`src/rtl/memory_arbiter.sv`:
```
// Single-port RAM arbiter between instruction fetch and data memory.
// Data wins by default; a pending fetch is served after MAX_DSTREAK data grants, and stuck accesses abort after TIMEOUT cycles.
module memory_arbiter #(
    parameter int WORD_W      = 32,
    parameter int MAX_DSTREAK = 4,
    parameter int TIMEOUT     = 255
) (
    input  logic              CLK,
    input  logic              RST,
    input  logic              iREN,
    input  logic [WORD_W-1:0] iaddr,
    input  logic              dREN,
    input  logic              dWEN,
    input  logic [WORD_W-1:0] daddr,
    input  logic [WORD_W-1:0] dstore,
    output logic              ihit,
    output logic [WORD_W-1:0] iload,
    output logic              dhit,
    output logic [WORD_W-1:0] dload,
    output logic              bus_err,
    output logic              busy,
    output logic              ramREN,
    output logic              ramWEN,
    output logic [WORD_W-1:0] ramaddr,
    output logic [WORD_W-1:0] ramstore,
    input  logic [WORD_W-1:0] ramload,
    input  logic              ram_ack
);

    typedef enum logic [1:0] {
        S_IDLE  = 2'd0,
        S_GRANT = 2'd1,
        S_RESP  = 2'd2
    } state_t;

    localparam int SW = $clog2(MAX_DSTREAK + 1);
    localparam int TW = (TIMEOUT > 0) ? $clog2(TIMEOUT + 1) : 1;
    localparam logic [SW-1:0] STREAK_MAX = SW'(MAX_DSTREAK);
    localparam logic [SW-1:0] STREAK_ONE = SW'(1);
    localparam logic [TW-1:0] TMO_LIM    = TW'(TIMEOUT);
    localparam logic [TW-1:0] TMO_ONE    = TW'(1);

    state_t            state_q, state_d;
    logic              own_d_q, own_d_d;     // 1 = data requester owns the port
    logic              op_w_q, op_w_d;
    logic [WORD_W-1:0] addr_q, addr_d;
    logic [WORD_W-1:0] wdata_q, wdata_d;
    logic [SW-1:0]     streak_q, streak_d;
    logic [TW-1:0]     tmo_q, tmo_d;
    logic              ren_q, ren_d;
    logic              wen_q, wen_d;
    logic              busy_q, busy_d;
    logic              ihit_q, ihit_d;
    logic              dhit_q, dhit_d;
    logic              berr_q, berr_d;
    logic [WORD_W-1:0] iload_q, iload_d;
    logic [WORD_W-1:0] dload_q, dload_d;

    logic              dreq_s;
    logic              dgo_s;
    logic [TW-1:0]     tmo_inc_s;
    logic              fin_s;
    logic              fin_err_s;
    logic [WORD_W-1:0] fin_data_s;
    logic              hit_s;

    // Next-state and registered-output computation for the arbiter FSM
    always_comb begin
        state_d    = state_q;
        own_d_d    = own_d_q;
        op_w_d     = op_w_q;
        addr_d     = addr_q;
        wdata_d    = wdata_q;
        streak_d   = streak_q;
        tmo_d      = tmo_q;
        ren_d      = ren_q;
        wen_d      = wen_q;
        busy_d     = busy_q;
        ihit_d     = 1'b0;
        dhit_d     = 1'b0;
        berr_d     = 1'b0;
        iload_d    = iload_q;
        dload_d    = dload_q;
        fin_s      = 1'b0;
        fin_err_s  = 1'b0;
        fin_data_s = '0;
        hit_s      = 1'b0;
        dreq_s     = dWEN | dREN;
        dgo_s      = dreq_s & (~iREN | (streak_q < STREAK_MAX));
        tmo_inc_s  = tmo_q + TMO_ONE;

        case (state_q)
            S_IDLE: begin
                if (dgo_s) begin
                    own_d_d = 1'b1;
                    op_w_d  = dWEN;
                    addr_d  = daddr;
                    wdata_d = dstore;
                    ren_d   = ~dWEN;
                    wen_d   = dWEN;
                    tmo_d   = '0;
                    busy_d  = 1'b1;
                    state_d = S_GRANT;
                    if (!iREN) begin
                        streak_d = '0;
                    end else if (streak_q == STREAK_MAX) begin
                        streak_d = streak_q;
                    end else begin
                        streak_d = streak_q + STREAK_ONE;
                    end
                end else if (iREN) begin
                    own_d_d  = 1'b0;
                    op_w_d   = 1'b0;
                    addr_d   = iaddr;
                    wdata_d  = '0;
                    ren_d    = 1'b1;
                    wen_d    = 1'b0;
                    tmo_d    = '0;
                    busy_d   = 1'b1;
                    streak_d = '0;
                    state_d  = S_GRANT;
                end else begin
                    state_d = S_IDLE;
                end
            end
            S_GRANT: begin
                // An acknowledge in the expiry cycle still completes cleanly
                if (ram_ack) begin
                    fin_s      = 1'b1;
                    fin_err_s  = 1'b0;
                    fin_data_s = op_w_q ? '0 : ramload;
                end else if ((TIMEOUT != 0) && (tmo_inc_s == TMO_LIM)) begin
                    fin_s      = 1'b1;
                    fin_err_s  = 1'b1;
                    fin_data_s = '0;
                end else begin
                    tmo_d = tmo_inc_s;
                end
                if (fin_s) begin
                    state_d = S_RESP;
                    ren_d   = 1'b0;
                    wen_d   = 1'b0;
                    if (own_d_q) begin
                        hit_s   = dreq_s;
                        dhit_d  = dreq_s;
                        dload_d = fin_data_s;
                    end else begin
                        hit_s   = iREN;
                        ihit_d  = iREN;
                        iload_d = fin_data_s;
                    end
                    berr_d = fin_err_s & hit_s;
                end else begin
                    state_d = S_GRANT;
                end
            end
            S_RESP: begin
                state_d = S_IDLE;
                busy_d  = 1'b0;
            end
            default: begin
                state_d = S_IDLE;
                ren_d   = 1'b0;
                wen_d   = 1'b0;
                busy_d  = 1'b0;
            end
        endcase
    end

    // State and output registers with synchronous reset
    always_ff @(posedge CLK) begin
        if (RST) begin
            state_q  <= S_IDLE;
            own_d_q  <= 1'b0;
            op_w_q   <= 1'b0;
            addr_q   <= '0;
            wdata_q  <= '0;
            streak_q <= '0;
            tmo_q    <= '0;
            ren_q    <= 1'b0;
            wen_q    <= 1'b0;
            busy_q   <= 1'b0;
            ihit_q   <= 1'b0;
            dhit_q   <= 1'b0;
            berr_q   <= 1'b0;
            iload_q  <= '0;
            dload_q  <= '0;
        end else begin
            state_q  <= state_d;
            own_d_q  <= own_d_d;
            op_w_q   <= op_w_d;
            addr_q   <= addr_d;
            wdata_q  <= wdata_d;
            streak_q <= streak_d;
            tmo_q    <= tmo_d;
            ren_q    <= ren_d;
            wen_q    <= wen_d;
            busy_q   <= busy_d;
            ihit_q   <= ihit_d;
            dhit_q   <= dhit_d;
            berr_q   <= berr_d;
            iload_q  <= iload_d;
            dload_q  <= dload_d;
        end
    end

    assign ihit     = ihit_q;
    assign iload    = iload_q;
    assign dhit     = dhit_q;
    assign dload    = dload_q;
    assign bus_err  = berr_q;
    assign busy     = busy_q;
    assign ramREN   = ren_q;
    assign ramWEN   = wen_q;
    assign ramaddr  = addr_q;
    assign ramstore = wdata_q;

endmodule

```
`config.mk`:
```
export PLATFORM = sky130hd
export DESIGN_NAME = memory_arbiter
export DESIGN_NICKNAME = d
export VERILOG_FILES = /design/src/rtl/memory_arbiter.sv
export SDC_FILE = /design/constraint.sdc
export NUM_CORES = 1
export LEC_CHECK = 0
export ABC_AREA = 1
export BUFFER_PORTS_ARGS = -buffer_cell sky130_fd_sc_hd__clkbuf_2
export CAP_MARGIN = 20
export CORE_MARGIN = 1
export CORE_UTILIZATION = 52
export DETAILED_ROUTE_END_ITERATION = 8
export PLACE_DENSITY = 0.85
export REMOVE_ABC_BUFFERS = 1
export SYNTH_ARGS = -nofsm -noshare
export SYNTH_HDL_FRONTEND = slang
export SYNTH_SLANG_ARGS = --single-unit
```
`constraint.sdc`:
```
create_clock -name CLK -period 3.9 [get_ports CLK]
set_clock_uncertainty 0.2 [all_clocks]
set_input_delay 0 -clock CLK [delete_from_list [all_inputs] [get_ports CLK]]
set_output_delay 0 -clock CLK [all_outputs]
set_load 0.01 [all_outputs]
```
# == Word level (Yosys, flattened, before mapping) ==
# Index checks and enable logic that the tools add are counted.
# totals
regBits,149
output_inout_bits,134
romBits,0
n_memories,0
elab_cells,87
ramBits,0
input_bits,134
latchBits,0
# classes
shift,0
bitwise,10
n_reduce_logical,13
multipliers,0
n_lt_le_gt_ge,1
eq_ne,9
n_addsub,2
n_mux,37
div_mod_pow,0
# ops
operator,n
$mux 32,6
$mux 8,4
$mux 1,17
$pmux 8 s2,1
$mux 3,4
$reduce_and 3->1,4
$add 8x1->8 const B,1
$eq 8x8->1 const B,1
$reduce_or 4->1,2
$ne 2x2->1 const B,3
$ne 3x3->1 const B,2
$not 1->1,6
$pmux 1 s3,2
$pmux 2 s2,1
$reduce_and 2->1,2
$reduce_and 4->1,1
$reduce_bool 2->1,2
$add 3x1->3 const B,1
$eq 3x3->1 const B,1
$lt 3x3->1 const B,1
$reduce_or 3->1,1
$and 1x1->1,2
$eq 2x1->1 const B,1
$eq 2x2->1 const B,1
4 further kinds,5

# == Longest topological paths before layout ==
# Gate-level depths: netlist of the first run.
# logic_depth
ltp_word,8
mapped_depth,14
ltp_nobuf,13

# == Worst setup path after synthesis of the first run ==
# OpenSTA, ideal clock, no wires.
# synth_timing
kind,flip-flop to flip-flop
from,reg tmo_q[0]
to,"reg iload_q[12], in the netlist iload[12]"
setup_ns,0.113
synth_period_minus_slack_ns,2.016
setup_slack_ns,1.884
arrival_time_ns,1.703
path_stages_with_launch,12
n_path_buf,1
required_ns,3.587
path_cell_list,dfxtp_1 > ha_1 > nand3_1 > o21ai_2 > nand2_1 > nor2_2 > nand2_2 > nand2_4 > nand3_4 > buf_2 > nor2_1 > nor2_1
# synth_via
elab_chain_cells,6
# synth_rtl
item,line_no,text
from (decl),49,"logic [TW-1:0] tmo_q, tmo_d;"
from (signal assigned),195,tmo_q <= tmo_d;
$add 8x1->8,90,tmo_inc_s = tmo_q + TMO_ONE;
$eq 8x8->1,132,end else if ((TIMEOUT != 0) && (tmo_inc_s == TMO_LIM)) begin
$mux 1,132,
$mux 1,128,if (ram_ack) begin
$mux 1,92,case (state_q)
$reduce_and 3->1 (no source line),n/a,
to (signal assigned),202,iload_q <= iload_d;
to (decl),56,"logic [WORD_W-1:0] iload_q, iload_d;"
# No other way between the ends. The select of a mux whose other input is x is not followed.
# A chain may end at the register's enable or synchronous reset.

# == Worst setup path in the final report of the first run ==
# layout_timing
from,in dREN
to,"reg addr_q[6], in the netlist ramaddr[6]"
# layout_via
elab_chain_cells,4
word_cells_on_any_way,5
classes_between,mux (1); bitwise (2); reduce/logical (2)
# layout_rtl
item,line_no,text
from (decl),12,"input logic dREN,"
$or 1x1->1 (*),88,dreq_s = dWEN | dREN;
$and 1x1->1 (*),89,dgo_s = dreq_s & (~iREN | (streak_q < STREAK_MAX));
$reduce_bool 2->1 (no source line),n/a,
$reduce_and 2->1 (no source line),n/a,
to (signal assigned),192,addr_q <= addr_d;
to (decl),46,"logic [WORD_W-1:0] addr_q, addr_d;"
# Mark *: on every way between the ends. The rest lies on a longest branch, timed or not.

==> impl_metrics.yaml, run 1 <==
synthesis:
  post_synth_num_cell_types: 25
  ys_seq_elements: 149
  post_synth.cell_area_avg_um2: 6.640
  syn_inst: 1000
  ys_warn_count: 0
  synth_area_um2: 6640
  ys_seq_area_share_pct: 44.92
critical_path:
  crit_buf_inv: 4
  crit_cells: 10
  worstPathArrival_ps: 3200
  r2r_end: "ramaddr[30]$_SDFFE_PP0P_"
  cp-endpoint: "ramaddr[6]$_SDFFE_PP0P_"
  r2r_cells: 7
  r2r-start: "state_q[1]$_SDFF_PP0_"
  critPathKind: "in -> reg"
  worst_path_max_delay_cell: "dlygate4sd3_1"
  crit_family: "buffers and inverters"
  worstPathMaxFanout: 64
  r2r_slack_ps: 930
  setup.worst_path.start_class: "primary input"
  cp_slowest_stage_delay_ps: 640
  critical_path_required_ps: 3960
  worstSetupEndpointType: "flip-flop"
  path_cells: "dlygate4sd3_1 -> clkbuf_2 -> nor2_1 -> nand2_1 -> nand2_4 -> buf_4 -> nor2_1 -> o21ai_0 -> dlygate4sd3_1 -> a21oi_1"
  crit_start: "dREN"
drt:
  wl_um: 24980
  wl_per_cell_um: 16.09
  via_per_inst: 5.252
  ant_nets: 0
  dr.first_iter.drc_count: 863
  vias: 8151
  drc: 0
  dr.pass1.iters: 7
min_path:
  holdCritPathClass: "in -> reg"
clock_network:
  cts_sinks: 149
  htreeDepth: 4
  clk_pin_slew_worst_paths_ps: 60
  tritoncts: "done"
  clockRootBuffer: "clkbuf_16"
  clockBufferDepth: 2
  cts_made_buffers: 17
  clk_latency_ps: 420
  post_cts_buffers: 0
placement:
  place_hpwl_um: 12720
  place_congestion: 0.8223
  port_buffers: 267
sta:
  fin_crit_sh_pct: 80.34
  hold_violations: 0
  tns_ps: 0
  fmax_mhz: 319.1
  holdWs_ps: 171.9
  max_slew_margin_pct: 38.19
  setup-violations-final: 0
  tightest_slew_ps: 926.2
  fin_crit_ps: 3133
  slew_violations: 0
  rsz0062_at_grt: "false"
floorplan:
  fp.dieArea_um2: 13230
  start_util_pct: 54.37
  io_pins: 268
  die_y_um: 115
  row_count: 40
  die_x_um: 115
  fp.coreArea_um2: 12210
power_and_ir_drop:
  worst_ir_drop_vdd_mv: 0.2843
  power_density_nw_per_um2: 431.2
  power.total_w: 0.004290
  leakage_nw: 5.078
global_routing:
  antenna_found_initial: 0
  grt_max_degree: 76
  grt_pass1_vias: 7944
  grt_overflow: 0
  track_usage_pct: 37.47
  grt_pass1_wl_um: 38140
outcome:
  status: "finished, final reports clean"
layout:
  final_util_pct: 81.48
  register_area_um2: 2983
  finalNetCount: 1509
  area_growth_pct: 49.84
  drive_gt1_share_pct: 26.23
  final.fill_count: 723
  num_antenna_cells: 0
  multiInputGateArea_um2: 2920
run:
  maxCapViolations: 0
[metrics by stage]
step           worst slack, ps  instance area (µm²)  instances
5_1_grt                  622.6                 9950       1552
3_3_place_gp              1247                 7990       1386
3_5_place_dp              1122                 7990       1386
4_1_cts                  926.0                 9935       1551
2_1_floorplan           -123.4                 6375        944
6_report                 766.6                 9950       1552
[final cells by class]
cell class / count / area share (%)
tap: 168 / 2.113
timing repair buffer: 408 / 27.49
clock buffer: 24 / 4.942
inverter: 130 / 4.904
clock inverter: 8 / 1.220
multi-input combinational: 665 / 29.35
sequential: 149 / 29.98
[placed cells by master (no fill, tap or decap), drive strengths merged]
cell	synthesis	routed
buf	25	8
nor2	191	191
dlygate4sd3	0	133
dfxtp	149	149
bufinv	0	3
nand2	295	295
nand4	27	27
inv	130	130
a21oi	79	79
clkinvlp	0	1
clkinv	0	4
o211ai	1	1
nor3	4	4
nand3	24	24
clkbuf	31	291
o21ai	40	40
ha	4	4
[where the power goes]
part,total (W),internal [W],switching [W]
combinational,0.000876,0.000365,0.000511
clock,0.00170,0.00107,0.000627
sequential,0.00171,0.00164,0.0000790
[cell families (layout without fill, tap and decap cells)]
kind of cell               count (synthesis)  count (layout)  synth area share [%]
AOI/OAI and AO/OA                        120             120                 9.195
and+or+nand+nor                          541             541                 33.79
DFF                                      149             149                 44.92
adders and majority gates                  4               4                0.7538
buffers and inverters                    186             570                 11.34
[state kept, by name, indices dropped and copies added, names as in the netlist]
register and flops:
bus_err 1, busy 1, dhit 1, dload 32, ihit 1, iload 32, op_w_q 1, own_d_q 1
ramREN 1, ramWEN 1, ramaddr 32, ramstore 32, state_q 2, streak_q 3, tmo_q 8
[per-layer routing]
| metal | share of wire, % | routed length [µm] | GRT usage [%] | vias up |
|---|---|---|---|---|
| li1 | - | - | - | 3793 |
| met1 | 36 | 9049 | 38.82 | 3642 |
| met2 | 47 | 11780 | 63.94 | 549 |
| met3 | 8.5 | 2135 | 9.541 | 167 |
| met4 | 8.1 | 2013 | 31.52 | 0 |
| met5 | 0 | 0 | 0 | - |
[worst reg2reg max path, delay by kind of cell (launching register included)]
kind | cells | cell delay [ps]
buf+inv | 2 | 1070
flops | 1 | 340
compound gates | 2 | 270
simple gates | 3 | 1020
[cells in the mapped netlist, drive strengths merged]
library cell	n	share of area (%)
buf	25	2.2
dfxtp	149	45
clkbuf	31	1.8
nor3	4	0.38
o211ai	1	0.11
o21ai	40	3.1
ha	4	0.75
inv	130	7.3
nand3	24	2.3
nand4	27	2.5
nand2	295	18
a21oi	79	6.0
nor2	191	11
[worst min-delay path by stage]
stage / end / depth (start not counted) / start / slack [ps]
after floorplan: op_w_q$_SDFFE_PP0P_ / 1 / RST / -130
after global placement: ramstore[29]$_SDFFE_PP0P_ / 3 / dstore[29] / 30
after detailed placement: ramstore[23]$_SDFFE_PP0P_ / 3 / dstore[23] / 40
after CTS: ramstore[10]$_SDFFE_PP0P_ / 4 / dstore[10] / 150
after global routing: ramstore[31]$_SDFFE_PP0P_ / 4 / dstore[31] / 170
final: ramstore[31]$_SDFFE_PP0P_ / 4 / dstore[31] / 170
[repair_timing]
action,CTS,global route
hold buffers,133,0
hold endpoints to repair,144,0
resized for setup,0,0
No activity file was read; power rests on OpenSTA's default activity.
==> run 2, diff against run 1 <==
--- a/config.mk
+++ b/config.mk
@@ -5,13 +5,13 @@
 export SDC_FILE = /design/constraint.sdc
 export NUM_CORES = 1
 export LEC_CHECK = 0
-export ABC_AREA = 1
+export ABC_AREA = 0
 export BUFFER_PORTS_ARGS = -buffer_cell sky130_fd_sc_hd__clkbuf_2
 export CAP_MARGIN = 20
 export CORE_MARGIN = 1
-export CORE_UTILIZATION = 52
+export CORE_UTILIZATION = 47
 export DETAILED_ROUTE_END_ITERATION = 8
-export PLACE_DENSITY = 0.85
+export PLACE_DENSITY = 0.8
 export REMOVE_ABC_BUFFERS = 1
 export SYNTH_ARGS = -nofsm -noshare
 export SYNTH_HDL_FRONTEND = slang
==> constraint.sdc (replaced) <==
create_clock -name CLK -period 3.05 [get_ports CLK]
set_clock_uncertainty 0.2 [all_clocks]
set_input_delay 0 -clock CLK [delete_from_list [all_inputs] [get_ports CLK]]
set_output_delay 0 -clock CLK [all_outputs]
set_load 0.01 [all_outputs]
==> run 2 against run 1 <==
Effect of this change:
- core utilization decreased by 5.0 points
- worst setup slack got worse by 630 ps
- clock power grew 29%
- non-clock buffer count is 26 higher
- die area up 1.3%
- cell area decreased by 3.0%
- critical path type is now reg -> reg
- largest cell class is now buffers
- highest routed layer unchanged
==> impl_metrics.yaml, run 2 <==
critical_path:
  worstSetupEndpointType: "flip-flop"
  critPathKind: "reg -> reg"
  setup.worst_path.start_class: "flip-flop"
  worstPathMaxFanout: 79
  critical_path_required_ps: 3210
  worstPathArrival_ps: 3070
layout:
  finalNetCount: 1237
  register_area_um2: 2983
  final_util_pct: 76.49
  num_antenna_cells: 0
  postLayoutCellArea_um2: 9653
  area_growth_pct: 58.71
  final.fill_count: 774
  multiInputGateArea_um2: 2783
  drive_gt1_share_pct: 29.14
  final_common_cell: "clkbuf_2"
  final_cell_mix: "266 x clkbuf_2, 155 x dlygate4sd3_1, 149 x dfxtp_1"
placement:
  place_congestion: 0.8220
  place_ws_ps: 691.9
  port_buffers: 267
  place_hpwl_um: 11460
  placement.cell_area_um2: 7485
synthesis:
  synth_top_area_share_pct: 49.04
  ys_seq_area_share_pct: 49.04
  synth_flop_cell: "dfxtp_1"
  synthArstFlopShare_pct: 0
  yosys-top-cells-count: "149 x dfxtp_1, 117 x a21oi_1, 101 x nand3_1"
  ys_seq_elements: 149
  post_synth.cell_area_avg_um2: 8.483
  synthTopCellsByArea: "dfxtp_1 49%, a21oi_1 9.6%, nand3_1 8.3%"
  synth-edff-count: 0
  ys_warn_count: 0
  yosysMostFrequentCell: "dfxtp_1"
  synth_area_leader_cell: "dfxtp_1"
  post_synth_num_cell_types: 41
  synth_area_um2: 6082
  syn_inst: 717
sta:
  setup-violations-final: 0
  hold_violations: 0
  tightest_slew_ps: 697.2
  fin_crit_sh_pct: 95.37
  max_slew_margin_pct: 53.52
  rsz0062_at_grt: "false"
  fmax_mhz: 343.8
  slew_violations: 0
  finalWorstSetupSlack_ps: 141.4
  fin_crit_ps: 2909
clock_network:
  clockBufferDepth: 2
  cts_made_buffers: 17
  htreeDepth: 4
  cts_sinks: 149
  clockRootBuffer: "clkbuf_16"
  post_cts_buffers: 0
  clk_latency_ps: 420
  clk_pin_slew_worst_paths_ps: 70
  tritoncts: "done"
global_routing:
  grt_pass1_vias: 7072
  grt.busiest_layer: "met2"
  use_met3_pct: 10.88
  antenna_found_initial: 0
  use_met2_pct: 58.68
  grt_max_degree: 80
  grt_pass1_wl_um: 36290
  grt.met1_usage_pct: 39.44
  track_usage_pct: 35.64
  grt_overflow: 0
power_and_ir_drop:
  leakage_nw: 4.300
  worst_ir_drop_vdd_mv: 0.3835
  power_density_nw_per_um2: 559.3
floorplan:
  io_pins: 268
  die_y_um: 115.8
  row_count: 41
  die_x_um: 115.8
  start_util_pct: 48.20
  fp.dieArea_um2: 13400
  fp.coreArea_um2: 12620
drt:
  ant_nets: 0
  drc: 0
  wl_um: 24220
  wl_per_cell_um: 18.86
  dr.first_iter.drc_count: 894
  via_per_inst: 5.730
  dr.pass1.iters: 5
  vias: 7357
run:
  maxCapViolations: 0
outcome:
  status: "finished, final reports clean"
min_path:
  holdCritPathClass: "in -> reg"
[run 2: routing by layer]
layer  vias up  part of all wire (%)
li1       3337                     -
met1      3361                    37
met2       522                    47
met4         0                   7.2
met5         -                     0
met3       137                   9.1
[run 2: kinds of logic after synthesis]
logic type / synth area share (%)
simple gates: 17.51
compound gates: 21.19
flops: 49.04
buf+inv: 5.842
fa+ha+maj: 0.8229
mux: 5.596
[run 2: where the power goes]
group,total [W],switching (W),leakage [nW],internal (W)
Combinational,0.00104,0.000593,2.78,0.000443
Clock,0.00220,0.000831,0.297,0.00137
Sequential,0.00216,0.0000882,1.22,0.00207
Total,0.00540,0.00151,4.30,0.00389
[run 2: worst paths after layout]
check,from,endpoint,slack (ps),cells past startpoint
hold reg to reg,ramstore[21]$_SDFFE_PP0P_,ramstore[21]$_SDFFE_PP0P_,250,2
hold / removal,ramload[16],dload[16]$_SDFFE_PP0P_,190,4
setup reg to reg,state_q[1]$_SDFF_PP0_,ramstore[16]$_SDFFE_PP0P_,140,6
setup / recovery,state_q[1]$_SDFF_PP0_,ramstore[16]$_SDFFE_PP0P_,140,6
[run 2: final cells by class]
cell class	instances	area share [%]
clock inverters	13	1.879
inverters	4	0.1555
well taps	172	2.229
flip-flops and latches	149	30.90
multi-input cells	493	28.83
clock buffers	19	4.485
repair buffers	434	31.52
[run 2: what timing repair did]
action	in CTS	in global routing
resized for setup	0	1
hold endpoints to repair	149	0
endpoints found under the setup margin	0	5
hold buffers	155	0
[run 2: worst max-delay path, cell delays in order, from the launching register on]
cell and delay [ps]:
dfxtp_1 370, nor2_1 360, o31a_2 560, buf_12 350, nand3_1 140, a21oi_1 210
dlygate4sd3_1 590
[run 2: metrics by stage]
stage	cells	setup TNS (ps)	total power (W)	hold WS, ps
final	1284	0	0.005399	185.9
after global routing	1284	0	0.005583	198.2
after CTS	1284	0	0.005298	151.7
after detailed placement	1097	0	0.002966	45.28
after global placement	1097	0	0.002951	38.85
after floorplan	646	-107140	0.002582	-130.9
==> run 3, diff against run 2 <==
--- a/config.mk
+++ b/config.mk
@@ -11,7 +11,7 @@
 export CORE_MARGIN = 1
 export CORE_UTILIZATION = 47
 export DETAILED_ROUTE_END_ITERATION = 8
-export PLACE_DENSITY = 0.8
+export PLACE_DENSITY = 0.77
 export REMOVE_ABC_BUFFERS = 1
 export SYNTH_ARGS = -nofsm -noshare
 export SYNTH_HDL_FRONTEND = slang
==> run 3 against run 2 <==
Effect of this change:
- core utilization is 1.7 points lower
- first-iteration DRC count is 20% lower
- cell area is 2.2% lower
- register-to-register slack better by 490 ps
- global-route usage is 2.9 points lower
- clock-buffer cell count is 6 higher
- critical path depth is 1 higher
- sequential share of layout area is 0.68 points higher
- fmax is 19% higher
- worst setup slack better by 460 ps
- clock power is 3% lower
- sequential power hardly changed
- critical endpoint is now ramaddr[2]$_SDFFE_PP0P_
==> impl_metrics.yaml, run 3 (synthesis results as in run 2) <==
outcome:
  status: "finished, final reports clean"
critical_path:
  r2r_end: "ramaddr[2]$_SDFFE_PP0P_"
  worstPathArrival_ps: 2550
  setup.worst_path.start_class: "primary input"
  r2r_slack_ps: 630
  worstSetupEndpointType: "flip-flop"
  critPathKind: "in -> reg"
  critical_path_required_ps: 3140
  r2r_cells: 5
  r2r-start: "streak_q[2]$_SDFFE_PP0P_"
  worstPathMaxFanout: 62
sta:
  tightest_slew_ps: 1017
  hold_violations: 0
  slew_violations: 0
  fmax_mhz: 407.9
  setup-violations-final: 0
  fin_crit_ps: 2452
  fin_crit_sh_pct: 80.38
  rsz0062_at_grt: "false"
  max_slew_margin_pct: 32.21
  tns_ps: 0
run:
  maxCapViolations: 0
floorplan:
  io_pins: 268
  start_util_pct: 48.20
  die_x_um: 115.8
  die_y_um: 115.8
  row_count: 41
  fp.coreArea_um2: 12620
  fp.dieArea_um2: 13400
layout:
  finalNetCount: 1218
  drive_gt1_share_pct: 29.19
  area_growth_pct: 55.28
  stdcell_count: 1266
  final_cell_mix: "266 x clkbuf_2, 149 x dfxtp_1, 137 x dlygate4sd3_1"
  final_common_cell: "clkbuf_2"
  postLayoutCellArea_um2: 9444
  final_util_pct: 74.84
placement:
  placement.cell_area_um2: 7465
  place_hpwl_um: 11280
  dpl.cell_count: 1096
  place_congestion: 0.8167
  port_buffers: 267
clock_network:
  clk_latency_ps: 420
  post_cts_buffers: 0
  tritoncts: "done"
  htreeDepth: 4
  clockRootBuffer: "clkbuf_16"
  clockBufferDepth: 2
  post_cts_resized: 0
  clk_pin_slew_worst_paths_ps: 60
  cts_made_buffers: 17
  cts_hold_buf: 137
  cts_sinks: 149
min_path:
  hp-start: "ramload[6]"
  min_path_cells: 4
  holdCritPathClass: "in -> reg"
  worstHoldEndpoint: "dload[6]$_SDFFE_PP0P_"
drt:
  ant_nets: 0
  wl_per_cell_um: 17.45
  drc: 0
  wl_um: 22090
  via_per_inst: 5.518
  vias: 6986
  dr.first_iter.drc_count: 718
  dr.pass1.iters: 5
power_and_ir_drop:
  leakage_nw: 4.161
  power.total_w: 0.005288
  power_density_nw_per_um2: 559.9
  worst_ir_drop_vdd_mv: 0.3570
global_routing:
  grt_pass1_wl_um: 33920
  grt_pass1_vias: 6909
  antenna_found_initial: 1
  grt_overflow: 0
  track_usage_pct: 32.73
  grt_max_degree: 94
run 3: worst max-delay path by stage:
stage	from	endpoint	slack, ps	cells past startpoint
final	iREN	ramaddr[2]$_SDFFE_PP0P_	600	7
after global routing	tmo_q[1]$_SDFFE_PP0P_	iload[29]$_SDFFE_PP0P_	460	8
after CTS	tmo_q[1]$_SDFFE_PP0P_	dload[8]$_SDFFE_PP0P_	660	8
after detailed placement	tmo_q[1]$_SDFFE_PP0P_	iload[29]$_SDFFE_PP0P_	700	8
after global placement	tmo_q[1]$_SDFFE_PP0P_	iload[27]$_SDFFE_PP0P_	760	8
after floorplan	streak_q[2]$_SDFFE_PP0P_	ramaddr[0]$_SDFFE_PP0P_	-1650	3
run 3: critical path, cell delays in order:
cell           delay (ps)
dlygate4sd3_1         540
clkbuf_2              210
a21oi_4               310
buf_12                360
mux2i_1               140
dlygate4sd3_1         580
a211oi_1              370
run 3: through the flow:
stage / worst slack [ps] / hold slack (ps)
floorplan: -1651 / -130.9
detailed placement: 695.4 / 44.19
global route: 459.1 / 190.1
global placement: 761.7 / 40.93
finish: 598.4 / 183.2
CTS: 665.0 / 150.4
run 3: power by group:
part,leakage (nW),switching [W],internal (W)
clock network,0.292,0.000785,0.00135
logic,2.65,0.000567,0.000425
registers,1.22,0.0000816,0.00207
run 3: cell type report:
| class | count | area [µm²] |
|---|---|---|
| Antenna cell | 1 | 2.502 |
| Clock buffer | 25 | 485.5 |
| Clock inverter | 7 | 120.1 |
| Fill cell | 854 | 3176 |
| Inverter | 4 | 15.01 |
| Multi-Input combinational cell | 493 | 2780 |
| Sequential cell | 149 | 2983 |
| Tap cell | 172 | 215.2 |
| Timing Repair Buffer | 415 | 2843 |
run 3: routing by layer:
| metal | GRT usage [%] | up-vias | wire length [µm] |
|---|---|---|---|
| li1 | - | 3290 | - |
| met1 | 36.17 | 3237 | 8400 |
| met2 | 55.13 | 390 | 10740 |
| met3 | 9.519 | 69 | 1867 |
| met4 | 21.28 | 0 | 1085 |
| met5 | 0 | - | 0 |
